## config.mk

```make
export PLATFORM = sky130hd
export DESIGN_NAME = aca_vl_adder_ctrl_flat
export DESIGN_NICKNAME = d
export VERILOG_FILES = /design/src/rtl/aca_pkg.sv /design/src/rtl/aca_vl_adder_ctrl_if.sv /design/src/rtl/aca_approx_core.sv /design/src/rtl/aca_vl_adder_ctrl.sv /design/src/flat_wrapper.sv
export SDC_FILE = /design/constraint.sdc
export NUM_CORES = 1
export LEC_CHECK = 0
export ABC_AREA = 1
export BUFFER_PORTS_ARGS = -buffer_cell sky130_fd_sc_hd__clkbuf_2
export CAP_MARGIN = 10
export CORE_MARGIN = 1
export CORE_UTILIZATION = 31
export CTS_CLUSTER_DIAMETER = 100
export DETAILED_ROUTE_END_ITERATION = 8
export SYNTH_ARGS = -nofsm -noshare
export SYNTH_HDL_FRONTEND = slang
export SYNTH_SLANG_ARGS = --single-unit
```

## constraint.sdc

```tcl
create_clock -name clk -period 3.7 [get_ports clk]
set_clock_uncertainty 0.05 [all_clocks]
set_input_delay 0.185 -clock clk [delete_from_list [all_inputs] [get_ports clk]]
set_output_delay 0.185 -clock clk [all_outputs]
set_load 0.01 [all_outputs]
```

## src/rtl/aca_pkg.sv

```systemverilog
// Shared definitions for the ACA-I variable-latency adder slice.
//   state_t : controller states
//   ACA_W   : default operand width
//   ACA_Q   : default carry window width
//   clog2   : bit width needed to hold values 0..value-1
package aca_pkg;

    typedef enum logic [1:0] {
        IDLE,
        APPROX,
        CORR,
        OUT
    } state_t;

    localparam int ACA_W = 16;
    localparam int ACA_Q = 4;

    function automatic int clog2(input int value);
        int r;
        int v;
        r = 0;
        v = value - 1;
        while (v > 0) begin
            r++;
            v = v >> 1;
        end
        return r;
    endfunction

endpackage

```

## src/rtl/aca_vl_adder_ctrl_if.sv

```systemverilog
// Operand/result bus of aca_vl_adder_ctrl.
//   in_valid/in_ready    : operand handshake, in1/in2 operands, exact_mode
//   out_valid/out_ready  : result handshake, res/res_err/res_corrected
//   clr_stats/err_count  : error-event statistics
// master: the producer/consumer side; slave: the adder controller.
interface aca_vl_adder_ctrl_if #(
    parameter int W     = 16,
    parameter int CNT_W = 16
);

    logic             in_valid;
    logic             in_ready;
    logic [W-1:0]     in1;
    logic [W-1:0]     in2;
    logic             exact_mode;
    logic             out_valid;
    logic             out_ready;
    logic [W:0]       res;
    logic             res_err;
    logic             res_corrected;
    logic             clr_stats;
    logic [CNT_W-1:0] err_count;

    modport master (
        output in_valid, in1, in2, exact_mode, out_ready, clr_stats,
        input  in_ready, out_valid, res, res_err, res_corrected, err_count
    );

    modport slave (
        input  in_valid, in1, in2, exact_mode, out_ready, clr_stats,
        output in_ready, out_valid, res, res_err, res_corrected, err_count
    );

endinterface

```

## src/rtl/aca_approx_core.sv

```systemverilog
// Combinational ACA-I approximate adder.
//   a, b   : W-bit operands
//   approx : W+1-bit approximate sum; each bit at or above Q only sees the
//            carry generated inside the Q-1 bits directly below it
//   err    : approx differs from the exact W+1-bit sum
module aca_approx_core
    import aca_pkg::*;
#(
    parameter int W = ACA_W,
    parameter int Q = ACA_Q
) (
    input  logic [W-1:0] a,
    input  logic [W-1:0] b,
    output logic [W:0]   approx,
    output logic         err
);

    logic [Q-1:0] low_sum;
    logic [Q:0]   top_sum;
    logic [W:0]   exact_sum;

    // Low Q bits are computed exactly.
    assign low_sum          = a[Q-1:0] + b[Q-1:0];
    assign approx[Q-1:0]    = low_sum;

    // MSB is the carry-out of the top Q-bit window.
    assign top_sum          = {1'b0, a[W-1 -: Q]} + {1'b0, b[W-1 -: Q]};
    assign approx[W]        = top_sum[Q];

    genvar k;
    generate
        for (k = Q; k < W; k++) begin : g_win
            logic [Q-1:0] win;
            // Q-1 bit window k-Q+1..k-1, carry-in 0; its carry-out is win[Q-1].
            assign win       = {1'b0, a[k-1 -: Q-1]} + {1'b0, b[k-1 -: Q-1]};
            assign approx[k] = a[k] ^ b[k] ^ win[Q-1];
        end
    endgenerate

    assign exact_sum = {1'b0, a} + {1'b0, b};
    assign err       = (approx != exact_sum);

endmodule

```

## src/rtl/aca_vl_adder_ctrl.sv

```systemverilog
// Variable-latency sequencer around the ACA-I approximate adder.
//   clk, rst : clock, asynchronous active-high reset
//   bus      : operand handshake (in_*), result handshake (out_*, res*),
//              statistics (clr_stats, err_count)
// One operation in flight: IDLE accepts, APPROX registers the approximate
// sum, CORR (exact mode with error) spends CORR_CYCLES producing the exact
// sum, OUT holds the result until out_ready.
module aca_vl_adder_ctrl
    import aca_pkg::*;
#(
    parameter int W           = ACA_W,
    parameter int Q           = ACA_Q,
    parameter int CORR_CYCLES = 1,
    parameter int CNT_W       = 16
) (
    input logic               clk,
    input logic               rst,
    aca_vl_adder_ctrl_if.slave bus
);

    localparam int CW = clog2(CORR_CYCLES + 1);

    state_t           state_q;
    logic [W-1:0]     a_q;
    logic [W-1:0]     b_q;
    logic             mode_q;
    logic [CW-1:0]    cnt_q;
    logic             in_ready_q;
    logic             out_valid_q;
    logic [W:0]       res_q;
    logic             res_err_q;
    logic             res_corr_q;
    logic [CNT_W-1:0] err_cnt_q;
    logic [CNT_W-1:0] err_cnt_d;

    logic [W:0]       approx;
    logic             err;
    logic [W:0]       exact_sum;

    aca_approx_core #(
        .W(W),
        .Q(Q)
    ) u_core (
        .a      (a_q),
        .b      (b_q),
        .approx (approx),
        .err    (err)
    );

    assign exact_sum = {1'b0, a_q} + {1'b0, b_q};

    // Clear wins over a same-cycle error event; counter sticks at all-ones.
    always_comb begin
        err_cnt_d = err_cnt_q;
        if (bus.clr_stats) begin
            err_cnt_d = '0;
        end else if (state_q == APPROX && err && err_cnt_q != '1) begin
            err_cnt_d = err_cnt_q + 1'b1;
        end
    end

    always_ff @(posedge clk or posedge rst) begin
        if (rst) begin
            state_q     <= IDLE;
            a_q         <= '0;
            b_q         <= '0;
            mode_q      <= 1'b0;
            cnt_q       <= '0;
            in_ready_q  <= 1'b1;
            out_valid_q <= 1'b0;
            res_q       <= '0;
            res_err_q   <= 1'b0;
            res_corr_q  <= 1'b0;
            err_cnt_q   <= '0;
        end else begin
            err_cnt_q <= err_cnt_d;
            case (state_q)
                IDLE: begin
                    if (bus.in_valid) begin
                        a_q        <= bus.in1;
                        b_q        <= bus.in2;
                        mode_q     <= bus.exact_mode;
                        in_ready_q <= 1'b0;
                        state_q    <= APPROX;
                    end
                end
                APPROX: begin
                    res_q      <= approx;
                    res_err_q  <= err;
                    res_corr_q <= 1'b0;
                    if (err && mode_q) begin
                        cnt_q   <= CW'(CORR_CYCLES - 1);
                        state_q <= CORR;
                    end else begin
                        out_valid_q <= 1'b1;
                        state_q     <= OUT;
                    end
                end
                CORR: begin
                    if (cnt_q == '0) begin
                        res_q       <= exact_sum;
                        res_corr_q  <= 1'b1;
                        out_valid_q <= 1'b1;
                        state_q     <= OUT;
                    end else begin
                        cnt_q <= cnt_q - 1'b1;
                    end
                end
                OUT: begin
                    if (bus.out_ready) begin
                        out_valid_q <= 1'b0;
                        in_ready_q  <= 1'b1;
                        state_q     <= IDLE;
                    end
                end
                default: state_q <= IDLE;
            endcase
        end
    end

    assign bus.in_ready      = in_ready_q;
    assign bus.out_valid     = out_valid_q;
    assign bus.res           = res_q;
    assign bus.res_err       = res_err_q;
    assign bus.res_corrected = res_corr_q;
    assign bus.err_count     = err_cnt_q;

endmodule

```

## src/flat_wrapper.sv

```systemverilog
// flat-port wrapper written by rule: the top's interface ports become plain ports
module aca_vl_adder_ctrl_flat import aca_pkg::*;
#(
    parameter int W           = ACA_W,
    parameter int Q           = ACA_Q,
    parameter int CORR_CYCLES = 1,
    parameter int CNT_W       = 16
)
  (clk, rst, bus_in_valid, bus_in1, bus_in2, bus_exact_mode, bus_out_ready, bus_clr_stats, bus_in_ready, bus_out_valid, bus_res, bus_res_err, bus_res_corrected, bus_err_count);
  aca_vl_adder_ctrl_if #(.W(W), .CNT_W(CNT_W)) bus_i ();
  input logic clk;
  input logic rst;
  input wire logic [$bits(bus_i.in_valid)-1:0] bus_in_valid;
  input wire logic [$bits(bus_i.in1)-1:0] bus_in1;
  input wire logic [$bits(bus_i.in2)-1:0] bus_in2;
  input wire logic [$bits(bus_i.exact_mode)-1:0] bus_exact_mode;
  input wire logic [$bits(bus_i.out_ready)-1:0] bus_out_ready;
  input wire logic [$bits(bus_i.clr_stats)-1:0] bus_clr_stats;
  output wire logic [$bits(bus_i.in_ready)-1:0] bus_in_ready;
  output wire logic [$bits(bus_i.out_valid)-1:0] bus_out_valid;
  output wire logic [$bits(bus_i.res)-1:0] bus_res;
  output wire logic [$bits(bus_i.res_err)-1:0] bus_res_err;
  output wire logic [$bits(bus_i.res_corrected)-1:0] bus_res_corrected;
  output wire logic [$bits(bus_i.err_count)-1:0] bus_err_count;
  assign bus_i.in_valid = bus_in_valid;
  assign bus_i.in1 = bus_in1;
  assign bus_i.in2 = bus_in2;
  assign bus_i.exact_mode = bus_exact_mode;
  assign bus_i.out_ready = bus_out_ready;
  assign bus_i.clr_stats = bus_clr_stats;
  assign bus_in_ready = bus_i.in_ready;
  assign bus_out_valid = bus_i.out_valid;
  assign bus_res = bus_i.res;
  assign bus_res_err = bus_i.res_err;
  assign bus_res_corrected = bus_i.res_corrected;
  assign bus_err_count = bus_i.err_count;
  aca_vl_adder_ctrl #(.W(W), .Q(Q), .CORR_CYCLES(CORR_CYCLES), .CNT_W(CNT_W)) u_core (.clk(clk), .rst(rst), .bus(bus_i));
endmodule
```

==> summary by stage <==
Outcome
The run finished, with violations left. The final reports fail on DRC.

Floorplanning
The core outline area is ~0.015 mm2. In this run the vertical extent of the chip is approximately 130 um. The total number of placement rows is between 40 and 50. The die area is 0.0156 mm2.

Once the floorplan was initialized, standard cells occupied 32.0% of the core. The boundary pin count is 75. The die is 125 um wide.

Clock network
The total number of clock tree sinks is 72. TritonCTS created 9 clock buffers. In this run the clock root is driven by a clkbuf_16.

For the worst-skew pair, the clock arrives at the later sink with an insertion delay of around 0.34 ns. The H-tree level count is 3. The post-CTS resize count is 0. The clock edge transition at the registers on the reported setup and hold paths is ~0.050 ns. Counting along the longest clock path gives a buffer depth of 2. The number of setup buffers added after CTS is 0. The CTS tree is yes.

Placed design
The detailed-placement wirelength estimate is slightly below 9000 um. During placement, the flow inserted port buffers numbering 74. Routability-driven placement finished with a final weighted congestion of approximately 0.85. OpenSTA, run right after detailed placement, puts the worst setup slack at 0.724 ns.

Hold path
The path class of the tightest hold or removal check is primary input to register.

Logic synthesis
After synthesis, the cell types taking the most area are dfrtp_1 (38%), nand2_1 (14%), mux2_2 (7.9%). The count of flip-flops with a built-in enable after synthesis is 0. After synthesis, the largest area contributor takes up between 30 and 40% of total cell area. Counting every net in the synthesized netlist gives ~660. For this run, the number of Yosys warnings is 0. The register bit total from synthesis is 72.

Sequential elements use 38.4% of the synthesized area. A synthesized cell averages 7.90 um2. nand2_1 is the most common cell in the netlist. The count of different cell masters after synthesis is 37.

The post-synthesis cell type with the largest combined area is dfrtp_1. Counting instances in the post-synthesis netlist gives the leading cell types as nand2_1 (170), inv_1 (76), dfrtp_1 (71). Of all flip-flops after synthesis, the portion carrying an async set or reset was between 90% and 100%.

After technology mapping, the gate count stands at 594. The most common flop cell mapped by yosys is dfrtp_1. The post-synthesis instance area is 0.00469 mm2.

Finish
The number of nets in the finished design is 729. The register area is 0.00180 mm2. In the final layout, the multi-input gates occupy between 0.002 and 0.003 mm2.

The filler cells instantiated in the layout total around 1.5k. The count of antenna diodes in the layout is 0. In the final layout, the share of cells above drive strength 1 is between 10% and 20%.

The area growth from synthesis to layout is 18.2%.

Timing
Setup repair after global routing left no endpoint under its margin. The number of hold-slack violations in the final timing report is 0. The setup TNS is 0 ns.

The worst path uses between 80% and 90% of the clock period. After layout, the worst setup slack is between 0.7 and 0.8 ns. On the final layout, the worst hold slack is ~0.027 ns.

Counting I/O delays and the setup requirement, the final critical path takes between 2 and 3 ns. The total of endpoints with negative setup slack in the final report is 0. The actual transition at the worst max-transition pin is a little over 0.9 ns. The highest clock frequency the design can meet is around 340 MHz. The worst pin sits at a relative slew slack of between 30% and 40%.

The total count of max-transition violations in the final report was 0.

Global routing
Entering global routing, the biggest net connects 36 pins. The via count of the first global-routing pass is around 4k. Across every metal layer, demand over resource in global routing totals 15.5%. The remaining global-route overflow is 0. The number of antenna violations at the first check in global routing is 0. The global-route wire length before repair is around 19000 um.

Drt
The final wirelength is around 11000 um. Summing over every cut layer, the via total after detailed routing is 4064. The post-detailed-route via-to-cell ratio is 4.75.

The detailed router finished its first iteration with roughly 200 violations. For this run, design rule violations remaining after detail routing come to 2. After detailed routing, the average wire length per cell comes to 13.3 um. In this run the remaining antenna-violating nets after routing total 0. The first detailed-routing pass ran for 7 iterations.

Critical path
The arrival time of data at the critical path endpoint is 3.19 ns. Of all nets on the critical path, the largest fanout is 10. Together, buffers and inverters on the worst path number 2. The type of origin of the critical path is a register. The most repeated library cell on the critical path is nand3_1.

The delay of the slowest cell on the worst path is roughly 0.50 ns. The cell with the biggest individual delay on the critical path is fa_1. Traced cell by cell, the critical path runs through ha_1 -> fa_1 -> nand3_1 -> nand3_1 -> nand3_1 -> nand3_1 -> nand2_1 -> nand3_1 -> nand2_1 -> inv_1 -> nand2_1 -> nor2_2 -> a21oi_4 -> buf_4 -> nand4_1 -> nand2_1.

The type of element capturing the critical path is a register. The reg2reg setup slack is roughly 0.73 ns. The required time of the critical path is slightly below 4 ns. The type of the worst setup path is register to register. The cell type group with the largest total delay on the critical path is simple AND/OR/NAND/NOR gates.

Power and ir drop
For this design the ratio of total power to cell area is about 1100 mW/mm2. The analysis attributes to cell leakage a power of 2.97 nW. The worst voltage drop across the vdd grid is about 320 uV.

Job
Max-cap violations in this run came to 0.
## cells in the final DEF (no fill, tap or decap), types with 4 or more instances in the layout
master and n:
nor2_1 31, xnor2_1 7, xor2_1 25, o221ai_1 12, inv_1 75, clkbuf_16 9
buf_4 4, nand2_1 170, clkbuf_2 74, nand4_1 24, dfrtp_1 71, o21ai_0 11
nand3_1 59, mux2_2 33, a21oi_1 12, ha_1 22
## state kept, by name, indices dropped and copies added (netlist names), 2 cells and up
name / flops
u_core.bus.res: 17
u_core.a_q: 16
u_core.b_q: 16
u_core.bus.err_count: 16
u_core.state_q: 2
## power by group
part,switching [mW],internal [mW]
combinational,2.53,1.51
sequential,0.195,1.14
clock,0.316,0.535
## through the flow
stage	power (mW)	instances	utilization (%)	area, um2
3_3_place_gp	5.35	840	35.8	5250
3_5_place_dp	5.37	840	35.8	5250
5_1_grt	6.90	856	37.9	5550
4_1_cts	6.26	856	37.9	5550
2_1_floorplan	4.44	594	-	4690
6_report	6.23	856	37.9	5550
## final timing paths
kind,from,endpoint,cells after the start
worst max register to register,u_core.b_q[0],u_core.bus.err_count[4],16
worst max-delay path,u_core.b_q[0],u_core.bus.err_count[4],16
min in group asynchronous,rst,u_core.b_q[6],3
max in group asynchronous,rst,u_core.bus.in_ready,4
worst min register to register,u_core.bus.out_valid,u_core.bus.out_valid,2
worst min-delay path,bus_in2[6],u_core.b_q[6],2
## routing by layer
metal / up-vias / track usage (%) / share of wire (%)
li1: 2091 / - / -
met1: 1882 / 21.7 / 50
met2: 78 / 24.0 / 45
met3: 13 / 2.65 / 3.6
met4: 0 / 5.81 / 1.7
met5: - / 0 / 0
## cell type report
cell class | count | share of cell area [%]
multi-input combinational | 428 | 45.5
tap | 184 | 4.15
timing repair buffer | 79 | 7.40
clock buffer | 12 | 4.44
sequential | 72 | 32.5
clock inverter | 3 | 0.767
inverter | 78 | 5.28
## logic make-up (layout without fill, tap and decap cells)
kind of cell / count (synthesis) / count (layout) / share of synthesized area [%]
compound gates: 46 / 46 / 6.53
xor+xnor: 32 / 32 / 5.97
fa+ha+maj: 23 / 23 / 6.29
buf+inv: 94 / 172 / 7.84
flops: 72 / 72 / 38.4
mux: 33 / 33 / 7.92
simple gates: 294 / 294 / 27.0
## repair_timing
action | CTS | global route
setup endpoints to repair | 0 | 0
hold endpoints to repair | 6 | 0
hold buffers | 1 | 0
Power figures use the tool's default switching activity.
